### src/rtl/serial_addsub_seq.sv
// Wide add/subtract built from one 4-bit ripple slice stepped LSB nibble first.
// start/busy/done handshake; result, cout and overflow are registered.
module serial_addsub_seq #(
    parameter int NIBBLES = 4
) (
    input  logic                   clk,
    input  logic                   rst,
    input  logic                   start,
    input  logic                   op_sub,
    input  logic [4*NIBBLES-1:0]   a,
    input  logic [4*NIBBLES-1:0]   b,
    output logic                   busy,
    output logic                   done,
    output logic [4*NIBBLES-1:0]   result,
    output logic                   cout,
    output logic                   overflow
);

    localparam int W  = 4 * NIBBLES;
    localparam int IW = (NIBBLES > 2) ? $clog2(NIBBLES) : 1;
    localparam logic [IW-1:0] LAST = IW'(NIBBLES - 1);

    typedef enum logic [1:0] {
        S_IDLE = 2'd0,
        S_RUN  = 2'd1,
        S_DONE = 2'd2
    } state_t;

    state_t          r_state;
    state_t          w_state_nxt;

    logic [W-1:0]    r_a;
    logic [W-1:0]    r_b;
    logic            r_op;
    logic            r_carry;
    logic [IW-1:0]   r_idx;
    logic [W-1:0]    r_result;
    logic            r_cout;
    logic            r_ovf;

    logic [3:0]      w_x;
    logic [3:0]      w_y;
    logic [3:0]      w_sum;
    logic [4:0]      w_c;
    logic            w_last;

    // State register
    always_ff @(posedge clk or posedge rst) begin
        if (rst) begin
            r_state <= S_IDLE;
        end else begin
            r_state <= w_state_nxt;
        end
    end

    // Next-state logic
    always_comb begin
        w_state_nxt = r_state;
        unique case (r_state)
            S_IDLE:  if (start) w_state_nxt = S_RUN;
            S_RUN:   if (w_last) w_state_nxt = S_DONE;
            S_DONE:  w_state_nxt = S_IDLE;
            default: w_state_nxt = S_IDLE;
        endcase
    end

    // Handshake outputs decoded from the registered state
    always_comb begin
        busy = 1'b0;
        done = 1'b0;
        unique case (r_state)
            S_IDLE:  ;
            S_RUN:   busy = 1'b1;
            S_DONE: begin
                busy = 1'b1;
                done = 1'b1;
            end
            default: ;
        endcase
    end

    assign w_last = (r_idx == LAST);

    // One 4-bit ripple slice; B inverted by the captured op, not the carry
    always_comb begin
        w_x    = r_a[4*r_idx +: 4];
        w_y    = r_b[4*r_idx +: 4] ^ {4{r_op}};
        w_c    = '0;
        w_sum  = '0;
        w_c[0] = r_carry;
        for (int i = 0; i < 4; i++) begin
            w_sum[i]  = w_x[i] ^ w_y[i] ^ w_c[i];
            w_c[i+1]  = (w_x[i] & w_y[i]) | (w_c[i] & (w_x[i] ^ w_y[i]));
        end
    end

    always_ff @(posedge clk or posedge rst) begin
        if (rst) begin
            r_a      <= '0;
            r_b      <= '0;
            r_op     <= 1'b0;
            r_carry  <= 1'b0;
            r_idx    <= '0;
            r_result <= '0;
            r_cout   <= 1'b0;
            r_ovf    <= 1'b0;
        end else begin
            unique case (r_state)
                S_IDLE: begin
                    if (start) begin
                        r_a     <= a;
                        r_b     <= b;
                        r_op    <= op_sub;
                        r_carry <= op_sub;
                        r_idx   <= '0;
                    end
                end
                S_RUN: begin
                    r_result[4*r_idx +: 4] <= w_sum;
                    r_carry                <= w_c[4];
                    if (w_last) begin
                        r_cout <= w_c[4];
                        r_ovf  <= w_c[4] ^ w_c[3];
                    end else begin
                        r_idx  <= r_idx + IW'(1);
                    end
                end
                S_DONE:  ;
                default: ;
            endcase
        end
    end

    assign result   = r_result;
    assign cout     = r_cout;
    assign overflow = r_ovf;

endmodule

### config.mk
export PLATFORM = sky130hd
export DESIGN_NAME = serial_addsub_seq
export DESIGN_NICKNAME = d
export VERILOG_FILES = /design/src/rtl/serial_addsub_seq.sv
export SDC_FILE = /design/constraint.sdc
export NUM_CORES = 1
export LEC_CHECK = 0
export ABC_AREA = 1
export CORE_ASPECT_RATIO = 0.8
export CORE_MARGIN = 5
export CORE_UTILIZATION = 45
export CTS_CLUSTER_SIZE = 28
export DETAILED_ROUTE_END_ITERATION = 10
export PLACE_DENSITY = 0.74
export SLEW_MARGIN = 10
export SYNTH_ARGS = -nofsm -noshare
export SYNTH_HDL_FRONTEND = slang
export SYNTH_SLANG_ARGS = --single-unit
### constraint.sdc
create_clock -name clk -period 2.68 [get_ports clk]
set_input_delay 0.536 -clock clk [delete_from_list [all_inputs] [get_ports clk]]
set_output_delay 0.536 -clock clk [all_outputs]
set_load 0.02 [all_outputs]
==> results.py <==
metrics = {
    "outcome": {
        "status": "finished with violations",
        "violations": "setup timing",
    },
    "drt": {
        "drc_errors": 0,
        "routed.top_layer": "met4",
        "met3WireLength_um": 393,
        "m1WireLength_um": 3120,
        "dr.pass1.iters": 5,
        "routed_wl_um": 6780,
        "viasPerCell": 5.13,
        "final_antenna_net_count": 0,
        "wl_met2_um": 3120,
        "wl_per_cell_um": 13.8,
        "via_count": 2521,
        "dr.first_iter.drc_count": 171,
    },
    "worst_setup_path": {
        "worst_setup_path_end_kind": "flop",
        "critPathTopFamily": "adder cells",
        "crit_chain": "inv_4 -> buf_4 -> nand2_1 -> nand3_1 -> nand2_1 -> nand2_1 -> nand2_2 -> fa_2 -> fa_2 -> fa_1 -> inv_2 -> nand3_4 -> o21ai_2",
        "required_ns": 2.92,
        "crit_type": "reg2reg",
        "critical_path.max_stage_delay_ns": 0.47,
        "critical_path_buf_inv_count": 3,
        "cp_slowest_cell": "dfrtp_2",
        "cp_max_fo": 7,
        "worstPathArrival_ns": 2.95,
        "crit_path_start_kind": "flop",
        "cp_common_cell": "nand2_1",
    },
    "global_routing": {
        "grt_first_pass_wirelength_um": 11000,
        "antenna_found_initial": 0,
        "grt_usage_pct": 17.2,
        "grt_max_degree": 57,
        "grt_pass1_vias": 2412,
        "overflow": 0,
    },
    "floorplan": {
        "core_um2": 5970,
        "start_util_pct": 46.7,
        "dieWidth_um": 98.1,
        "die_y_um": 80.4,
        "die_area_um2": 7890,
        "rows": 25,
        "ios": 56,
    },
    "synth": {
        "syn-cell-area_um2": 2790,
        "syn_inst": 344,
        "ys_warn_count": 0,
        "yosysUniqueCellTypes": 21,
        "yosys_register_bits": 56,
        "syn_area_per_cell_um2": 8.11,
        "synth.yosys.seq_area_share_pct": 50.2,
        "synth_nets": 393,
    },
    "clock_network": {
        "cts-root-buf": "clkbuf_8",
        "clkTransAtPathRegs_ns": 0.09,
        "htreeDepth": 2,
        "cts_hold_buf": 0,
        "clock_path_buffers": 2,
        "clkLatencyLatePin_ns": 0.30,
        "cts_tree": "done",
        "cts_sinks": 56,
        "cts_buffers": 5,
    },
    "run": {
        "cap_viol_max_count": 0,
    },
    "power": {
        "peakVddDrop_mv": 0.478,
        "power.density_nw_per_um2": 1240,
        "leakage_nw": 1.79,
    },
    "placed_design": {
        "port_buffers": 55,
        "place_congestion": 0.827,
        "dp_hpwl_um": 4880,
        "place_area_um2": 3460,
    },
    "sta": {
        "setup_slack_ns": -0.0252,
        "fin_skew_ns": 0.00794,
        "setup_viol": 4,
        "worst_pin_slew_ns": 0.643,
        "fmax_mhz": 370,
        "fin_crit_sh_pct": 101,
        "hold_slack_ns": 0.483,
        "finalHoldViolations": 0,
        "finalCriticalPeriod_ns": 2.71,
        "relSlewSlack_pct": 57.2,
        "rsz0062_at_grt": "yes",
        "slew_viol_final": 0,
    },
    "final_layout": {
        "postLayoutCoreUtil_pct": 61.4,
        "design_area_um2": 3670,
        "num-nets-final": 458,
        "n_fill_cell": 532,
        "diodes": 0,
        "final_common_cell": "nand2_1",
        "area_growth_pct": 31.3,
        "drive_above_1_share_pct": 12.2,
        "final_cell_mix": "145 x nand2_1, 55 x clkdlybuf4s50_1, 54 x dfrtp_1",
    },
    "hold_path": {
        "hp-class": "reg2reg",
    },
}
==> cells by family after synthesis <==
kind of cell    after synthesis  share of synthesized area [%]
flops                        56                           50.2
xor+xnor                      1                          0.314
simple gates                218                           32.4
compound gates               24                           4.57
buf+inv                      32                           5.65
fa+ha+maj                    13                           6.90
==> per-layer routing <==
metal / up-vias / GRT usage [%]
met5: - / 0
met4: 0 / 4.15
li1: 1236 / -
met2: 75 / 27.9
met1: 1197 / 23.5
met3: 13 / 3.82
==> per-stage QoR <==
step	total power [mW]	TNS (ns)	worst slack, ns	std cells
global route	4.91	-0.725	-0.137	491
finish	4.53	-0.0753	-0.0252	491
CTS	4.31	-0.00249	-0.00249	488
floorplan	2.99	0	0.00437	344
detailed placement	3.71	-0.143	-0.0535	477
global placement	3.63	0	0.0513	477
==> registers in the layout (all words and copies together) (netlist names) <==
signal and cells:
r_state 2, r_idx 2, r_carry 1, r_op 1, r_a 16, r_b 16, result 16, overflow 1
cout 1
==> power breakdown <==
part / switching [mW] / internal (mW) / leakage, nW
Sequential: 0.247 / 1.19 / 0.714
Clock: 0.261 / 0.212 / 0.0455
Combinational: 1.54 / 1.08 / 1.03
Total: 2.05 / 2.48 / 1.79
==> path summary, 6_finish.rpt <==
path	startpoint	slack, ns	cells after the start	end
worst max-delay path	r_idx[0]$_DFFE_PP0P_	-0.03	13	result[7]$_DFFE_PP0P_
max in group asynchronous	rst	1.82	3	r_idx[0]$_DFFE_PP0P_
worst min register to register	r_b[7]$_DFFE_PP0P_	0.48	2	r_b[7]$_DFFE_PP0P_
worst max register to register	r_idx[0]$_DFFE_PP0P_	-0.03	13	result[7]$_DFFE_PP0P_
worst min-delay path	r_b[7]$_DFFE_PP0P_	0.48	2	r_b[7]$_DFFE_PP0P_
min in group asynchronous	rst	0.59	3	r_b[12]$_DFFE_PP0P_
==> worst min-delay path: cells and delay by family, from the launching register on <==
| kind | cells | cell delay [ns] |
|---|---|---|
| flip-flops | 1 | 0.35 |
| AND/OR/NAND/NOR | 2 | 0.10 |
==> cell usage after synthesis <==
| cell type | count | area share [%] |
|---|---|---|
| a21oi_1 | 2 | 0.36 |
| inv_1 | 12 | 1.6 |
| buf_6 | 1 | 0.40 |
| buf_4 | 4 | 1.1 |
| o21ai_2 | 1 | 0.31 |
| nand2_1 | 149 | 20 |
| nand3_1 | 58 | 10 |
| xnor2_1 | 1 | 0.31 |
| ha_1 | 9 | 4.0 |
| o21ai_1 | 1 | 0.18 |
| o22ai_1 | 1 | 0.22 |
| dfrtp_1 | 56 | 50 |
| nor2_1 | 6 | 0.81 |
| fa_1 | 4 | 2.9 |
| clkinv_1 | 1 | 0.13 |
| inv_2 | 2 | 0.27 |
| o21ai_0 | 18 | 3.2 |
| buf_2 | 12 | 2.2 |
| o21a_1 | 1 | 0.27 |
| nand2_2 | 1 | 0.22 |
| nand4_1 | 4 | 0.90 |
==> what timing repair did <==
action | CTS | global route
resized for setup | 5 | 19
setup buffers | 3 | 3
setup endpoints to repair | 6 | 6
pin swaps | 1 | 7
==> layout make-up <==
class | instances | area [um2] | share of cell area (%)
clock buffer | 8 | 90.1 | 2.46
inverter | 15 | 61.3 | 1.67
multi-input combinational | 256 | 1300 | 35.4
sequential | 56 | 1400 | 38.3
tap | 81 | 101 | 2.76
timing repair buffer | 75 | 713 | 19.5
Note: power is estimated with default switching activity, not from simulation.
